===== src/rtl/mix_columns_iter_if.sv =====
// Handshake bundle for mix_columns_iter: one 128-bit state in, one transformed state out.
interface mix_columns_iter_if;
  logic         in_valid;
  logic         in_ready;
  logic [127:0] in_state;
  logic         in_inv;
  logic         out_valid;
  logic         out_ready;
  logic [127:0] out_state;

  modport master (
    output in_valid, in_state, in_inv, out_ready,
    input  in_ready, out_valid, out_state
  );

  modport slave (
    input  in_valid, in_state, in_inv, out_ready,
    output in_ready, out_valid, out_state
  );
endinterface


===== src/rtl/mix_columns_iter.sv =====
// Iterative AES MixColumns/InvMixColumns engine: COLS_PER_CYCLE columns per clock,
// result held in a one-block output register until the consumer takes it.
module mix_columns_iter #(
  parameter int unsigned COLS_PER_CYCLE = 1,
  parameter bit          ENABLE_INV     = 1'b1
) (
  input logic             clk,
  input logic             rst_n,
  mix_columns_iter_if.slave bus
);

  localparam int unsigned NCYC = 4 / COLS_PER_CYCLE;

  if (!(COLS_PER_CYCLE == 1 || COLS_PER_CYCLE == 2 || COLS_PER_CYCLE == 4)) begin : g_bad_cols
    $error("mix_columns_iter: COLS_PER_CYCLE must be 1, 2 or 4");
  end

  typedef enum logic [1:0] {StIdle, StBusy, StDone} state_e;

  state_e       state_q, state_d;
  logic [127:0] buf_q, buf_d;
  logic [127:0] out_q, out_d;
  logic [1:0]   cnt_q, cnt_d;
  logic         mode_q, mode_d;
  logic         in_ready_c;
  logic         capture;
  logic         last_grp;
  logic         inv_en;
  logic [127:0] grp_buf;

  function automatic logic [7:0] xtime(input logic [7:0] x);
    return {x[6:0], 1'b0} ^ (x[7] ? 8'h1b : 8'h00);
  endfunction

  function automatic logic [31:0] mix_col(input logic [31:0] col, input logic inv);
    logic [7:0] a  [4];
    logic [7:0] x2 [4];
    logic [7:0] x4 [4];
    logic [7:0] x8 [4];
    logic [31:0] res;
    res = '0;
    for (int i = 0; i < 4; i++) begin
      a[i]  = col[31-8*i -: 8];
      x2[i] = xtime(a[i]);
      x4[i] = xtime(x2[i]);
      x8[i] = xtime(x4[i]);
    end
    for (int r = 0; r < 4; r++) begin
      if (inv) begin
        // 0E, 0B, 0D, 09 built from the x8/x4/x2 chain
        res[31-8*r -: 8] = (x8[r] ^ x4[r] ^ x2[r])
                         ^ (x8[(r+1)%4] ^ x2[(r+1)%4] ^ a[(r+1)%4])
                         ^ (x8[(r+2)%4] ^ x4[(r+2)%4] ^ a[(r+2)%4])
                         ^ (x8[(r+3)%4] ^ a[(r+3)%4]);
      end else begin
        res[31-8*r -: 8] = x2[r] ^ (x2[(r+1)%4] ^ a[(r+1)%4]) ^ a[(r+2)%4] ^ a[(r+3)%4];
      end
    end
    return res;
  endfunction

  // Constant-folds the inverse half away when ENABLE_INV is 0.
  assign inv_en   = ENABLE_INV && mode_q;
  assign last_grp = (cnt_q == 2'(NCYC - 1));

  always_comb begin
    grp_buf = buf_q;
    for (int unsigned g = 0; g < COLS_PER_CYCLE; g++) begin
      grp_buf[127 - 32*(int'(cnt_q)*COLS_PER_CYCLE + g) -: 32] =
        mix_col(buf_q[127 - 32*(int'(cnt_q)*COLS_PER_CYCLE + g) -: 32], inv_en);
    end
  end

  always_comb begin
    state_d    = state_q;
    buf_d      = buf_q;
    out_d      = out_q;
    cnt_d      = cnt_q;
    mode_d     = mode_q;
    in_ready_c = 1'b0;
    capture    = 1'b0;

    case (state_q)
      StIdle: begin
        in_ready_c = 1'b1;
        capture    = bus.in_valid;
      end
      StBusy: begin
        buf_d = grp_buf;
        cnt_d = cnt_q + 2'd1;
        if (last_grp) begin
          state_d = StDone;
          out_d   = grp_buf;
        end
      end
      StDone: begin
        if (bus.out_ready) begin
          in_ready_c = 1'b1;
          if (bus.in_valid) begin
            capture = 1'b1;
          end else begin
            state_d = StIdle;
          end
        end
      end
      default: state_d = StIdle;
    endcase

    if (capture) begin
      buf_d   = bus.in_state;
      mode_d  = ENABLE_INV ? bus.in_inv : 1'b0;
      cnt_d   = 2'd0;
      state_d = StBusy;
    end
  end

  always_ff @(posedge clk or negedge rst_n) begin
    if (!rst_n) begin
      state_q <= StIdle;
      buf_q   <= '0;
      out_q   <= '0;
      cnt_q   <= 2'd0;
      mode_q  <= 1'b0;
    end else begin
      state_q <= state_d;
      buf_q   <= buf_d;
      out_q   <= out_d;
      cnt_q   <= cnt_d;
      mode_q  <= mode_d;
    end
  end

  assign bus.in_ready  = in_ready_c;
  assign bus.out_valid = (state_q == StDone);
  assign bus.out_state = out_q;

endmodule


===== src/flat_wrapper.sv =====
// flat-port wrapper written by rule: the top's interface ports become plain ports
module mix_columns_iter_flat 
#(
  parameter int unsigned COLS_PER_CYCLE = 1,
  parameter bit          ENABLE_INV     = 1'b1
)
  (clk, rst_n, bus_in_valid, bus_in_state, bus_in_inv, bus_out_ready, bus_in_ready, bus_out_valid, bus_out_state);
  mix_columns_iter_if bus_i ();
  input logic clk;
  input logic rst_n;
  input wire logic [$bits(bus_i.in_valid)-1:0] bus_in_valid;
  input wire logic [$bits(bus_i.in_state)-1:0] bus_in_state;
  input wire logic [$bits(bus_i.in_inv)-1:0] bus_in_inv;
  input wire logic [$bits(bus_i.out_ready)-1:0] bus_out_ready;
  output wire logic [$bits(bus_i.in_ready)-1:0] bus_in_ready;
  output wire logic [$bits(bus_i.out_valid)-1:0] bus_out_valid;
  output wire logic [$bits(bus_i.out_state)-1:0] bus_out_state;
  assign bus_i.in_valid = bus_in_valid;
  assign bus_i.in_state = bus_in_state;
  assign bus_i.in_inv = bus_in_inv;
  assign bus_i.out_ready = bus_out_ready;
  assign bus_in_ready = bus_i.in_ready;
  assign bus_out_valid = bus_i.out_valid;
  assign bus_out_state = bus_i.out_state;
  mix_columns_iter #(.COLS_PER_CYCLE(COLS_PER_CYCLE), .ENABLE_INV(ENABLE_INV)) u_core (.clk(clk), .rst_n(rst_n), .bus(bus_i));
endmodule

===== config.mk =====
export PLATFORM = sky130hd
export DESIGN_NAME = mix_columns_iter_flat
export DESIGN_NICKNAME = d
export VERILOG_FILES = /design/src/rtl/mix_columns_iter_if.sv /design/src/rtl/mix_columns_iter.sv /design/src/flat_wrapper.sv
export SDC_FILE = /design/constraint.sdc
export NUM_CORES = 1
export LEC_CHECK = 0
export BUFFER_PORTS_ARGS = -buffer_cell sky130_fd_sc_hd__buf_2
export CORE_UTILIZATION = 50
export DETAILED_ROUTE_END_ITERATION = 8
export PLACE_DENSITY = 0.73
export SYNTH_ARGS = -nofsm -noshare
export SYNTH_HDL_FRONTEND = slang
export SYNTH_SLANG_ARGS = --single-unit

===== constraint.sdc =====
create_clock -name clk -period 4.14 [get_ports clk]
set_input_delay 0.207 -clock clk [delete_from_list [all_inputs] [get_ports clk]]
set_output_delay 0.207 -clock clk [all_outputs]
set_load 0.005 [all_outputs]

# == After elaboration in Yosys (flattened, before gate mapping) ==
# Index checks and enable logic that the tools add are counted.
# op_classes
addsub,3
n_eq_ne,7
shift,3
n_mux,31
n_bitwise,64
reduce_logical,4
# ops
operator,count
8-bit bitwise XOR,64
128-bit 2-to-1 mux,2
32-bit by 34-bit variable shift with 159-bit output (first input constant),1
159-bit by 33-bit indexed part select with 32-bit output,1
32-bit by 34-bit indexed part select with 159-bit output,1
128-bit bitwise mux,1
5-bit 2-to-1 mux,12
32-bit negator with 34-bit output,1
8-bit 2-to-1 mux,4
2-bit 2-to-1 mux,6
7-bit by 7-bit subtractor with 8-bit output (first input constant),1
3-bit by 2-bit != test with 1-bit output (second input constant),2
2-bit one-hot mux with 3 select lines,1
2-bit equality test (second input constant),2
1-bit one-hot mux with 2 select lines,2
4-bit AND reduction,1
1-bit 2-to-1 mux,3
3-bit by 1-bit != test with 1-bit output (second input constant),1
2-bit by 1-bit adder with 2-bit output (second input constant),1
2-bit by 1-bit equality test with 1-bit output (second input constant),1
2-bit logical NOT,1
2-bit by 1-bit != test with 1-bit output (second input constant),1
2-bit AND reduction,1
2-bit nonzero test,1
# totals
regBits,261
inputBits,133
output_inout_bits,130
word_cells,117

# == Logic depth before layout (Yosys ltp) ==
# Gate-level depths: netlist of the first run.
# logic_depth
ltp_word,18
depth_mapped,12

# == Least setup slack after synthesis of the first run ==
# Ideal clock, no wire load.
# synth_timing
path_type,reg-to-reg
from,register u_core.cnt_q[0]
to,"register u_core.out_q[11], in the netlist u_core.bus.out_state[11]"
setup_time_ns,0.144
arrival_time_ns,3.187
slack_ns,0.809
stages_incl_launch_ff,12
synth_period_minus_slack_ns,3.331
cell_sequence,dfrtp_1 -> buf_6 -> buf_6 -> mux4_2 -> buf_6 -> xor2_1 -> xnor3_1 -> xnor3_1 -> xnor2_1 -> mux2i_1 -> xnor2_1 -> o21ai_0
# synth_via
elab_chain_len,14
elab_cells_between_ends,88
classes_between,2 x add/sub; 1 x eq/ne; 3 x shift; 17 x mux; 64 x bitwise; 1 x reduce/logical
# synth_rtl
item,line_no,text
"start, declared",mix_columns_iter.sv:23,"logic [1:0] cnt_q, cnt_d;"
"start signal, assigned",mix_columns_iter.sv:128,cnt_q <= cnt_d;
7-bit by 7-bit subtractor with 8-bit output,"mix_columns_iter.sv:69, mix_columns_iter.sv:70",
159-bit by 33-bit indexed part select with 32-bit output,mix_columns_iter.sv:70,"mix_col(buf_q[127 - 32*(int'(cnt_q)*COLS_PER_CYCLE + g) -: 32], inv_en);"
8-bit bitwise XOR / 5-bit 2-to-1 mux (equally long branches) (2 in a row),mix_columns_iter.sv:32,"return {x[6:0], 1'b0} ^ (x[7] ? 8'h1b : 8'h00);"
5-bit 2-to-1 mux / 8-bit bitwise XOR (equally long branches),mix_columns_iter.sv:32,
8-bit bitwise XOR,mix_columns_iter.sv:32,
"8-bit bitwise XOR, on equally long branches","mix_columns_iter.sv:51, mix_columns_iter.sv:53, mix_columns_iter.sv:52",
"8-bit bitwise XOR, on equally long branches","mix_columns_iter.sv:51, mix_columns_iter.sv:52",
8-bit bitwise XOR,mix_columns_iter.sv:52,^ (x8[(r+1)%4] ^ x2[(r+1)%4] ^ a[(r+1)%4])
8-bit bitwise XOR,mix_columns_iter.sv:53,^ (x8[(r+2)%4] ^ x4[(r+2)%4] ^ a[(r+2)%4])
8-bit bitwise XOR,mix_columns_iter.sv:54,^ (x8[(r+3)%4] ^ a[(r+3)%4]);
8-bit 2-to-1 mux,mix_columns_iter.sv:49,if (inv) begin
32-bit by 34-bit indexed part select with 159-bit output,mix_columns_iter.sv:69,grp_buf[127 - 32*(int'(cnt_q)*COLS_PER_CYCLE + g) -: 32] =
128-bit bitwise mux,mix_columns_iter.sv:69,
"end signal, assigned",mix_columns_iter.sv:127,out_q <= out_d;
"end, declared",mix_columns_iter.sv:22,"logic [127:0] out_q, out_d;"
# Several ways; a longest one is shown, not always the timed one.
# A chain may end at the register's enable or synchronous reset.

# == Worst setup path after layout of the first run ==
# layout_timing
from,register u_core.cnt_q[1]
to,"register u_core.out_q[109], in the netlist u_core.bus.out_state[109]"
# Same word-level chain as after synthesis.

==> summary.txt, run 1 <==
Run status
  • Status: finished, violations left
  • Failing checks: design-rule violations

Timing
  • Setup Skew: between 0.01 and 0.015 ns
  • RSZ-0062 raised after global routing: no
  • Fin. max-slew vios: 0
  • Tmin final: 3.89 ns
  • Setup TNS: 0 ns
  • Worst-Margin Slew: 0.985 ns
  • Final cycle utilization of the critical path: 94.0%
  • Final hold vios: 0
  • Final setup vio count: 0
  • Slew HR: 34.2%
  • Fmax: around 0.26 GHz

Synthesis
  • YS warnings: 0
  • Cells after Synth: 1352
  • Synthesized cell area: 0.0143 mm²
  • Synthesized Nets: 1489
  • EDFF count, synth: 0
  • Synth Register Bits: roughly 260
  • Seq/Total Area, Yosys: ~46%
  • Ys async rst share: 100%
  • Prevailing post-synth register cell: dfrtp_1
  • Avg Cell Area, Syn: 10.6 µm²
  • Count of cell types in the netlist: 54

Setup path
  • Cell breakdown of the critical path: buf_4, buf_4, mux4_2, xnor2_1, xnor3_1, xnor3_1, a21oi_2, xnor2_1, a221oi_1, nor2_1
  • Startpoint Class: flip-flop
  • Worst R2R Start: u_core.cnt_q[1]
  • Crit path DAT: 4.36 ns
  • Worst-path cell with the longest stage delay: dfrtp_1
  • Crit path kind: flip-flop to flip-flop
  • Highest fanout seen on the critical path: 17
  • Top delay family on crit path: XOR/XNOR gates
  • WP buf/inv: 2
  • Crit. Startpoint: u_core.cnt_q[1]
  • Max incr delay on CP: 0.70 ns
  • Endpoint class of the critical path: flip-flop
  • Req. time, crit path: 4.61 ns

Clocking
  • Clk_lat worst skew: 0.55 ns
  • Num CTS Buffers: 28
  • # clock sinks: about 260
  • Htree depth: 1
  • Clock-pin slew on the worst setup and hold paths: 0.06 ns
  • Clk buf depth: 3
  • CTS tree: built
  • Root Buffer: clkbuf_16
  • Setup Fix Bufs, Post-CTS: 0

Final layout
  • FF+latch area: roughly 0.0065 mm²
  • Synthesis-to-finish area growth: 28.8%
  • Layout Nets: about 1900
  • Most frequent cells in the layout: buf_2, dfrtp_1, dlygate4sd3_1, o21ai_0, xnor2_1
  • Fraction of layout cells with a size suffix above 1: 25.2%
  • Multi-input logic area: between 0.007 and 0.008 mm²
  • FILL cells: around 2100
  • Commonest non-fill, non-tap cell in the layout: buf_2

Worst hold path
  • Worst hold path class: input port to flip-flop
  • Hold Startpoint: bus_in_state[11]

GRT
  • First-pass GRT wire length: 79800 µm
  • Vias in the first global route: roughly 13000
  • Grt total ovfl: 0
  • Largest net degree at the start of global routing: 132
  • Initial antenna violation count: 2
  • GRT Total Usage: a little over a third

Die
  • Die Span X: 171 µm
  • DIE AREA: 0.0293 mm²
  • # IOs: approximately 260
  • Die height: between 150 and 200 µm
  • Row count: 61
  • Initial Util: 51.1%
  • Area of the core: 0.0280 mm²

Drt
  • Vias/cell: 6.42
  • Routed wire length: roughly 53000 µm
  • WL/cell: between 20 and 30 µm
  • Initial DRT Pass Iterations: 9
  • DRC Markers: 1
  • DR iter-0 viols: between 1500 and 2000
  • Detail Route Antenna Nets: 0
  • Via count: around 14000

Place
  • Port Buffer Count: roughly 260
  • Post-DP HPWL: between 30000 and 40000 µm
  • Gpl congestion: just over 1

Flow run
  • Max_cap viols: 0
[kinds of logic (layout without fill, tap and decap cells)]
| kind of cell | Yosys count | in the layout | share of synthesized area (%) |
|---|---|---|---|
| AOI/OAI and AO/OA | 410 | 410 | 19.0 |
| and+or+nand+nor | 284 | 284 | 8.18 |
| DFF | 261 | 261 | 45.6 |
| xor gates and xnor gates | 200 | 200 | 16.4 |
| buffers and inverters | 149 | 548 | 4.45 |
| muxes | 44 | 44 | 5.99 |
| adders and majority gates | 4 | 4 | 0.349 |
| other | 0 | 1 | 0 |
[synth_stat cells (10+ instances only)]
cell / n / area [µm²]
a21oi_1: 61 / 305
a221oi_1: 31 / 272
a222oi_1: 23 / 230
a22oi_1: 78 / 586
a2bb2oi_1: 31 / 272
and3_1: 11 / 68.8
clkbuf_1: 86 / 323
dfrtp_1: 261 / 6530
inv_1: 39 / 146
mux4_2: 32 / 721
nand2_1: 116 / 435
nand3_1: 26 / 130
nor2_1: 114 / 428
o21a_1: 11 / 82.6
o21ai_0: 125 / 626
o21ai_1: 10 / 50.1
o221ai_1: 11 / 96.3
o22ai_1: 19 / 119
xnor2_1: 119 / 1040
xnor2_2: 16 / 260
xnor3_1: 25 / 563
xor2_1: 32 / 280
[worst paths after layout]
| check | endpoint | slack (ns) | cells after the start |
|---|---|---|---|
| hold reg to reg | u_core.bus.out_state[27] | 0.47 | 2 |
| hold / removal | u_core.buf_q[11] | 0.02 | 3 |
| min in group asynchronous | u_core.bus.out_state[8] | 0.24 | 2 |
| setup reg to reg | u_core.bus.out_state[109] | 0.25 | 10 |
| setup / recovery | u_core.bus.out_state[109] | 0.25 | 10 |
| max in group asynchronous | u_core.cnt_q[0] | 2.71 | 3 |
[registers in the layout, summed over array words and instances (netlist names)]
register              flops
u_core.inv_en             1
u_core.cnt_q              2
u_core.buf_q            128
u_core.state_q            2
u_core.bus.out_state    128
[through the flow]
| step | worst slack, ns | cell area (µm²) | hold WS (ns) | cells | utilization, % |
|---|---|---|---|---|---|
| after floorplan | 0.809 | 14300 | -0.0886 | 1352 | - |
| after global placement | 0.203 | 16200 | 0.236 | 1947 | 57.8 |
| after detailed placement | 0.193 | 16200 | 0.240 | 1947 | 57.8 |
| after CTS | 0.138 | 18400 | 0.00485 | 2129 | 65.8 |
| after global routing | 0.0980 | 18500 | 0.0276 | 2130 | 65.9 |
| final | 0.247 | 18500 | 0.0170 | 2130 | 65.9 |
[routing by layer]
layer / part of all wire [%] / vias to the layer above / track usage [%] / wire, µm
li1: - / 5623 / - / -
met1: 38 / 6673 / 49.0 / 20100
met2: 46 / 1133 / 56.8 / 24500
met3: 11 / 246 / 6.63 / 5690
met4: 5.5 / 2 / 18.5 / 2940
met5: 0.024 / - / 0 / 13
[worst reg2reg max path, cell delays in order (launching register included)]
cell and delay [ns]:
dfrtp_1 0.70, buf_4 0.38, buf_4 0.22, mux4_2 0.41
xnor2_1 0.24, xnor3_1 0.45, xnor3_1 0.40, a21oi_2 0.06
xnor2_1 0.53, a221oi_1 0.27, nor2_1 0.15
[area by class of cell]
cell class | count | area share [%]
multi-input cells | 942 | 39.0
flip-flops and latches | 261 | 35.4
repair buffers | 455 | 17.0
clock buffers | 43 | 4.43
well taps | 378 | 2.56
inverters | 41 | 0.834
clock inverters | 9 | 0.678
diodes | 1 | 0.0136
[timing repair]
item                                    in CTS  in global routing
resized for setup                            0                  1
endpoints found under the hold margin      205                  0
endpoints found under the setup margin       0                 10
hold buffers                               130                  0
Power of run 1 is not shown: default switching activity piles up to over one toggle a cycle in this logic, so the estimate is an artifact.
==> inputs of run 2 (changes only) <==
--- a/config.mk
+++ b/config.mk
@@ -8,7 +8,7 @@
 export BUFFER_PORTS_ARGS = -buffer_cell sky130_fd_sc_hd__buf_2
 export CORE_UTILIZATION = 50
 export DETAILED_ROUTE_END_ITERATION = 8
-export PLACE_DENSITY = 0.73
+export PLACE_DENSITY = 0.75
 export SYNTH_ARGS = -nofsm -noshare
 export SYNTH_HDL_FRONTEND = slang
 export SYNTH_SLANG_ARGS = --single-unit
==> summary.txt, run 2 (synthesis gave the netlist of run 1 again) <==
Clocking
  • Setup Fix Bufs, Post-CTS: 0 (unchanged)
  • Htree depth: 1 (unchanged)
  • Clk buf depth: 3 (unchanged)
  • # clock sinks: 261 (unchanged)
  • Num CTS Buffers: 27 (was 28)
  • CTS tree: built (unchanged)
  • Clk_lat worst skew: 0.55 ns (about the same)
  • Clock-pin slew on the worst setup and hold paths: 0.06 ns (about the same)
  • Root Buffer: clkbuf_16 (unchanged)

Die
  • Row count: 61 (unchanged)
  • Initial Util: 51.1% (unchanged)
  • Die height: 171 µm (unchanged)
  • Die Span X: 171 µm (unchanged)
  • # IOs: 263 (unchanged)
  • Area of the core: 0.0280 mm² (unchanged)
  • DIE AREA: 0.0293 mm² (unchanged)

Drt
  • DRC Markers: 6 (was 1)
  • Detail Route Antenna Nets: 0 (unchanged)
  • Vias/cell: 6.37 (was 6.42)
  • DR iter-0 viols: 2057 (was 1764)
  • Initial DRT Pass Iterations: 9 (unchanged)
  • Via count: 13500 (was 13700)
  • Routed wire length: 53300 µm (about the same)
  • WL/cell: 25.1 µm (was 25.0 µm)

Setup path
  • Cell breakdown of the critical path: buf_4, mux4_2, xnor3_1, xnor2_1, xnor3_1, nand2_1, xnor2_1, a2bb2oi_1, o21ai_0 (was buf_4, buf_4, mux4_2, xnor2_1, xnor3_1, xnor3_1, a21oi_2, xnor2_1, a221oi_1, nor2_1)
  • Worst R2R Path Depth: 9 (was 10)
  • Highest fanout seen on the critical path: 8 (was 17)
  • Worst-path cell with the longest stage delay: mux4_2 (was dfrtp_1)
  • Max incr delay on CP: 0.69 ns (was 0.70 ns)
  • Crit path DAT: 4.23 ns (was 4.36 ns)
  • CP endpoint: u_core.bus.out_state[126] (was u_core.bus.out_state[109])
  • R2R Path End: u_core.bus.out_state[126] (was u_core.bus.out_state[109])
  • Endpoint class of the critical path: flip-flop (unchanged)
  • Req. time, crit path: 4.54 ns (was 4.61 ns)
  • Worst R2R Start: u_core.cnt_q[0] (was u_core.cnt_q[1])
  • Crit path kind: flip-flop to flip-flop (unchanged)
  • Startpoint Class: flip-flop (unchanged)
  • Reg-to-reg setup timing slack: 0.31 ns (was 0.25 ns)
  • Crit. Startpoint: u_core.cnt_q[0] (was u_core.cnt_q[1])

GRT
  • Largest net degree at the start of global routing: 130 (was 132)
  • Initial antenna violation count: 0 (was 2)
  • Grt total ovfl: 0 (unchanged)
  • Vias in the first global route: 13600 (was 13500)
  • First-pass GRT wire length: 80800 µm (was 79800 µm)
  • GRT Total Usage: 36.8% (was 36.4%)

Timing
  • Final setup vio count: 0 (unchanged)
  • Fin. max-slew vios: 0 (unchanged)
  • Setup Skew: 0.0213 ns (was 0.0138 ns)
  • Fmax: 0.261 GHz (was 0.257 GHz)
  • Final cycle utilization of the critical path: 92.5% (was 94.0%)
  • Slew HR: 24.8% (was 34.2%)
  • RSZ-0062 raised after global routing: no (unchanged)
  • Final hold vios: 0 (unchanged)
  • Tmin final: 3.83 ns (was 3.89 ns)
  • Worst-Margin Slew: 1.12 ns (was 0.985 ns)
  • Setup TNS: 0 ns (unchanged)

Final layout
  • Commonest non-fill, non-tap cell in the layout: buf_2 (unchanged)
  • Layout Nets: 1864 (was 1866)
  • Synthesis-to-finish area growth: 28.8% (about the same)
  • Most frequent cells in the layout: buf_2, dfrtp_1, dlygate4sd3_1, o21ai_0, xnor2_1 (unchanged)
  • Fraction of layout cells with a size suffix above 1: 25.4% (was 25.2%)

Run status
  • Status: finished, violations left (unchanged)
  • Failing checks: design-rule violations (unchanged)

Worst hold path
  • Worst hold path class: input port to flip-flop (unchanged)

Place
  • Port Buffer Count: 262 (unchanged)
  • Post-DP HPWL: 34400 µm (was 35100 µm)
  • Gpl congestion: 0.987 (was 1.01)

Flow run
  • Max_cap viols: 0 (unchanged)
-- run 2: timing repair --
| action | in CTS | in global routing |
|---|---|---|
| hold buffers | 131 | 0 |
| endpoints found under the hold margin | 256 | 0 |
| resized for setup | 0 | 1 |
| endpoints found under the setup margin | 0 | 5 |
-- run 2: worst min path at each step --
stage | from | endpoint | depth (start not counted)
CTS | bus_in_valid | u_core.state_q[0] | 4
global route | bus_in_valid | u_core.state_q[0] | 4
floorplan | rst_n | u_core.buf_q[0] | 0
global placement | rst_n | u_core.bus.out_state[116] | 1
detailed placement | rst_n | u_core.bus.out_state[84] | 1
finish | bus_in_valid | u_core.state_q[0] | 4
-- run 2: area by class of cell --
class                      count  area [µm²]
tap                          378         473
clock inverter                15         180
clock buffer                  33         738
sequential                   261        6530
fill                        2126        9560
antenna                        1        2.50
timing repair buffer         454        3170
inverter                      41         154
multi-input combinational    942        7200
-- run 2: critical path, delay by kind of cell, from the launching register on --
family / cells / cell delay, ns
buf+inv: 1 / 0.26
simple gates: 1 / 0.11
mux: 1 / 0.69
flops: 1 / 0.56
compound gates: 2 / 0.43
xor+xnor: 4 / 1.62
-- run 2: per-stage QoR --
step                      utilization, %  hold slack, ns  area (µm²)  setup slack (ns)  instances
after CTS                           65.8           0.264       18400             0.187       2124
final                               65.9           0.297       18400             0.312       2125
after global routing                65.9           0.297       18400             0.111       2124
after floorplan                        -         -0.0886       14300             0.809       1352
after detailed placement            57.9           0.376       16200             0.213       1945
after global placement              57.9           0.361       16200             0.349       1945
-- run 2: per-layer routing --
layer  up-vias  routed length (µm)  GRT usage, %
met2      1199               24000          55.9
met1      6491               19700          49.4
met4         0                2680          17.3
li1       5605                   -             -
met3       249                6930          9.32
met5         -                   0             0
Power of run 2 is left out for the same reason.
==> inputs of run 3 (changes only) <==
--- a/config.mk
+++ b/config.mk
@@ -6,6 +6,8 @@
 export NUM_CORES = 1
 export LEC_CHECK = 0
 export BUFFER_PORTS_ARGS = -buffer_cell sky130_fd_sc_hd__buf_2
+export CAP_MARGIN = 20
+export CORE_MARGIN = 2
 export CORE_UTILIZATION = 50
 export DETAILED_ROUTE_END_ITERATION = 8
 export PLACE_DENSITY = 0.75
==> constraint.sdc (replaced) <==
create_clock -name clk -period 4 [get_ports clk]
set_input_delay 0.2 -clock clk [delete_from_list [all_inputs] [get_ports clk]]
set_output_delay 0.2 -clock clk [all_outputs]
set_load 0.005 [all_outputs]
==> summary.txt, run 3 (synthesis gave the netlist of run 1 again) <==
GRT
  • First-pass GRT wire length: 82000 µm (was 80800 µm)
  • Largest net degree at the start of global routing: 105 (was 130)
  • GRT Total Usage: 35.3% (was 36.8%)
  • Initial antenna violation count: 2 (was 0)
  • Grt total ovfl: 0 (unchanged)
  • Vias in the first global route: 13900 (was 13600)

Setup path
  • Startpoint Class: flip-flop (unchanged)
  • Worst R2R Path Depth: 7 (was 9)
  • Worst R2R Start: u_core.cnt_q[0] (unchanged)
  • Reg-to-reg setup timing slack: 0.21 ns (was 0.31 ns)
  • Endpoint class of the critical path: flip-flop (unchanged)
  • Req. time, crit path: 4.33 ns (was 4.54 ns)
  • R2R Path End: u_core.buf_q[112] (was u_core.bus.out_state[126])
  • Crit path DAT: 4.12 ns (was 4.23 ns)
  • Crit path kind: flip-flop to flip-flop (unchanged)
  • Highest fanout seen on the critical path: 14 (was 8)

Clocking
  • Clk buf depth: 3 (unchanged)
  • Setup Fix Bufs, Post-CTS: 0 (unchanged)
  • CTS tree: built (unchanged)
  • Root Buffer: clkbuf_16 (unchanged)
  • Clk_lat worst skew: 0.55 ns (about the same)
  • Num CTS Buffers: 27 (unchanged)
  • # clock sinks: 261 (unchanged)
  • Htree depth: 1 (unchanged)
  • Clock-pin slew on the worst setup and hold paths: 0.07 ns (was 0.06 ns)

Worst hold path
  • Worst hold path class: input port to async pin (was input port to flip-flop)

Timing
  • RSZ-0062 raised after global routing: no (unchanged)
  • Fin. max-slew vios: 0 (unchanged)
  • Final setup vio count: 0 (unchanged)
  • Final hold vios: 0 (unchanged)
  • Slew HR: 26.8% (was 24.8%)
  • Worst-Margin Slew: 1.09 ns (was 1.12 ns)
  • Setup slack after layout: 0.208 ns (was 0.312 ns)
  • Fmax: 0.264 GHz (was 0.261 GHz)
  • Final cycle utilization of the critical path: 94.8% (was 92.5%)
  • Setup TNS: 0 ns (unchanged)
  • Tmin final: 3.79 ns (was 3.83 ns)
  • Setup Skew: 0.0166 ns (was 0.0213 ns)

Die
  • Initial Util: 51.1% (unchanged)
  • Area of the core: 0.0280 mm² (unchanged)
  • Die Span X: 173 µm (was 171 µm)
  • Die height: 173 µm (was 171 µm)
  • Row count: 61 (unchanged)
  • # IOs: 263 (unchanged)
  • DIE AREA: 0.0300 mm² (was 0.0293 mm²)

Drt
  • DRC Markers: 3 (was 6)
  • Via count: 13500 (about the same)
  • Vias/cell: 6.35 (was 6.37)
  • DR iter-0 viols: 2020 (was 2057)
  • Initial DRT Pass Iterations: 9 (unchanged)
  • Routed wire length: 53300 µm (about the same)
  • Detail Route Antenna Nets: 0 (unchanged)
  • WL/cell: 25.0 µm (was 25.1 µm)

Place
  • Post-DP Area: 0.0163 mm² (was 0.0162 mm²)
  • Setup WS pre-CTS: 0.0502 ns (was 0.213 ns)
  • Gpl congestion: 0.977 (was 0.987)
  • Post-DP HPWL: 34800 µm (was 34400 µm)
  • Port Buffer Count: 262 (unchanged)

Final layout
  • Commonest non-fill, non-tap cell in the layout: buf_2 (unchanged)
  • Synthesis-to-finish area growth: 29.7% (was 28.8%)
  • Final Cell Area: 0.0186 mm² (was 0.0184 mm²)
  • Final Util: 66.3% (was 65.9%)
  • Layout Nets: 1868 (was 1864)
  • Fraction of layout cells with a size suffix above 1: 25.4% (about the same)
  • Most frequent cells in the layout: buf_2, dfrtp_1, dlygate4sd3_1, o21ai_0, xnor2_1 (unchanged)

Run status
  • Status: finished, violations left (unchanged)
  • Failing checks: design-rule violations (unchanged)

Flow run
  • Max_cap viols: 0 (unchanged)
==> run 3: changes by cell type in the layout (fill, tap and decap cells not counted) <==
cell and delta:
buf_4 +2, bufinv_16 +3, buf_12 +2, clkinv_2 -4, dfrtp_4 +1, dfrtp_2 -1, clkbuf_1 +3, clkbuf_8 -1
==> run 3: cell type report <==
type | count | area (µm²)
well taps | 378 | 473
diodes | 1 | 2.50
multi-input cells | 942 | 7200
repair buffers | 458 | 3220
fillers | 2061 | 9440
clock buffers | 35 | 736
inverters | 41 | 154
clock inverters | 14 | 250
flip-flops and latches | 261 | 6540
==> run 3: how the worst max path moves through the flow <==
stage,startpoint,to,depth (start not counted)
detailed placement,u_core.cnt_q[0],u_core.buf_q[76],8
CTS,u_core.cnt_q[0],u_core.buf_q[76],8
floorplan,u_core.cnt_q[0],u_core.bus.out_state[11],11
finish,u_core.cnt_q[0],u_core.buf_q[112],7
global placement,u_core.cnt_q[0],u_core.buf_q[76],8
global route,u_core.cnt_q[0],u_core.buf_q[112],7
==> run 3: layer usage <==
| layer | vias to the layer above | routed length, µm | track usage, % |
|---|---|---|---|
| met2 | 1144 | 24100 | 54.6 |
| met4 | 2 | 3080 | 17.4 |
| met3 | 270 | 6450 | 9.36 |
| met1 | 6496 | 19600 | 46.3 |
| li1 | 5618 | - | - |
| met5 | - | 12 | 0 |
==> run 3: critical path, stage by stage (launching register included) <==
cell,delay [ns]
dfrtp_4,0.63
buf_12,0.22
mux4_2,0.74
xnor2_1,0.45
xnor2_1,0.14
xor2_1,0.17
xnor2_1,0.85
o21ai_0,0.36
==> run 3: per-stage QoR <==
stage	hold slack, ns	instances
6_report	0.296	2130
5_1_grt	0.374	2130
4_1_cts	0.329	2129
3_5_place_dp	0.300	1949
3_3_place_gp	0.300	1949
2_1_floorplan	-0.0956	1352
==> run 3: repair_timing <==
action                     in CTS  in global routing
hold endpoints to repair      231                  0
setup endpoints to repair       1                  4
hold buffers                  131                  0
gates cloned                    0                  0
gates resized for setup         1                  1
Power of run 3 is left out for the same reason.
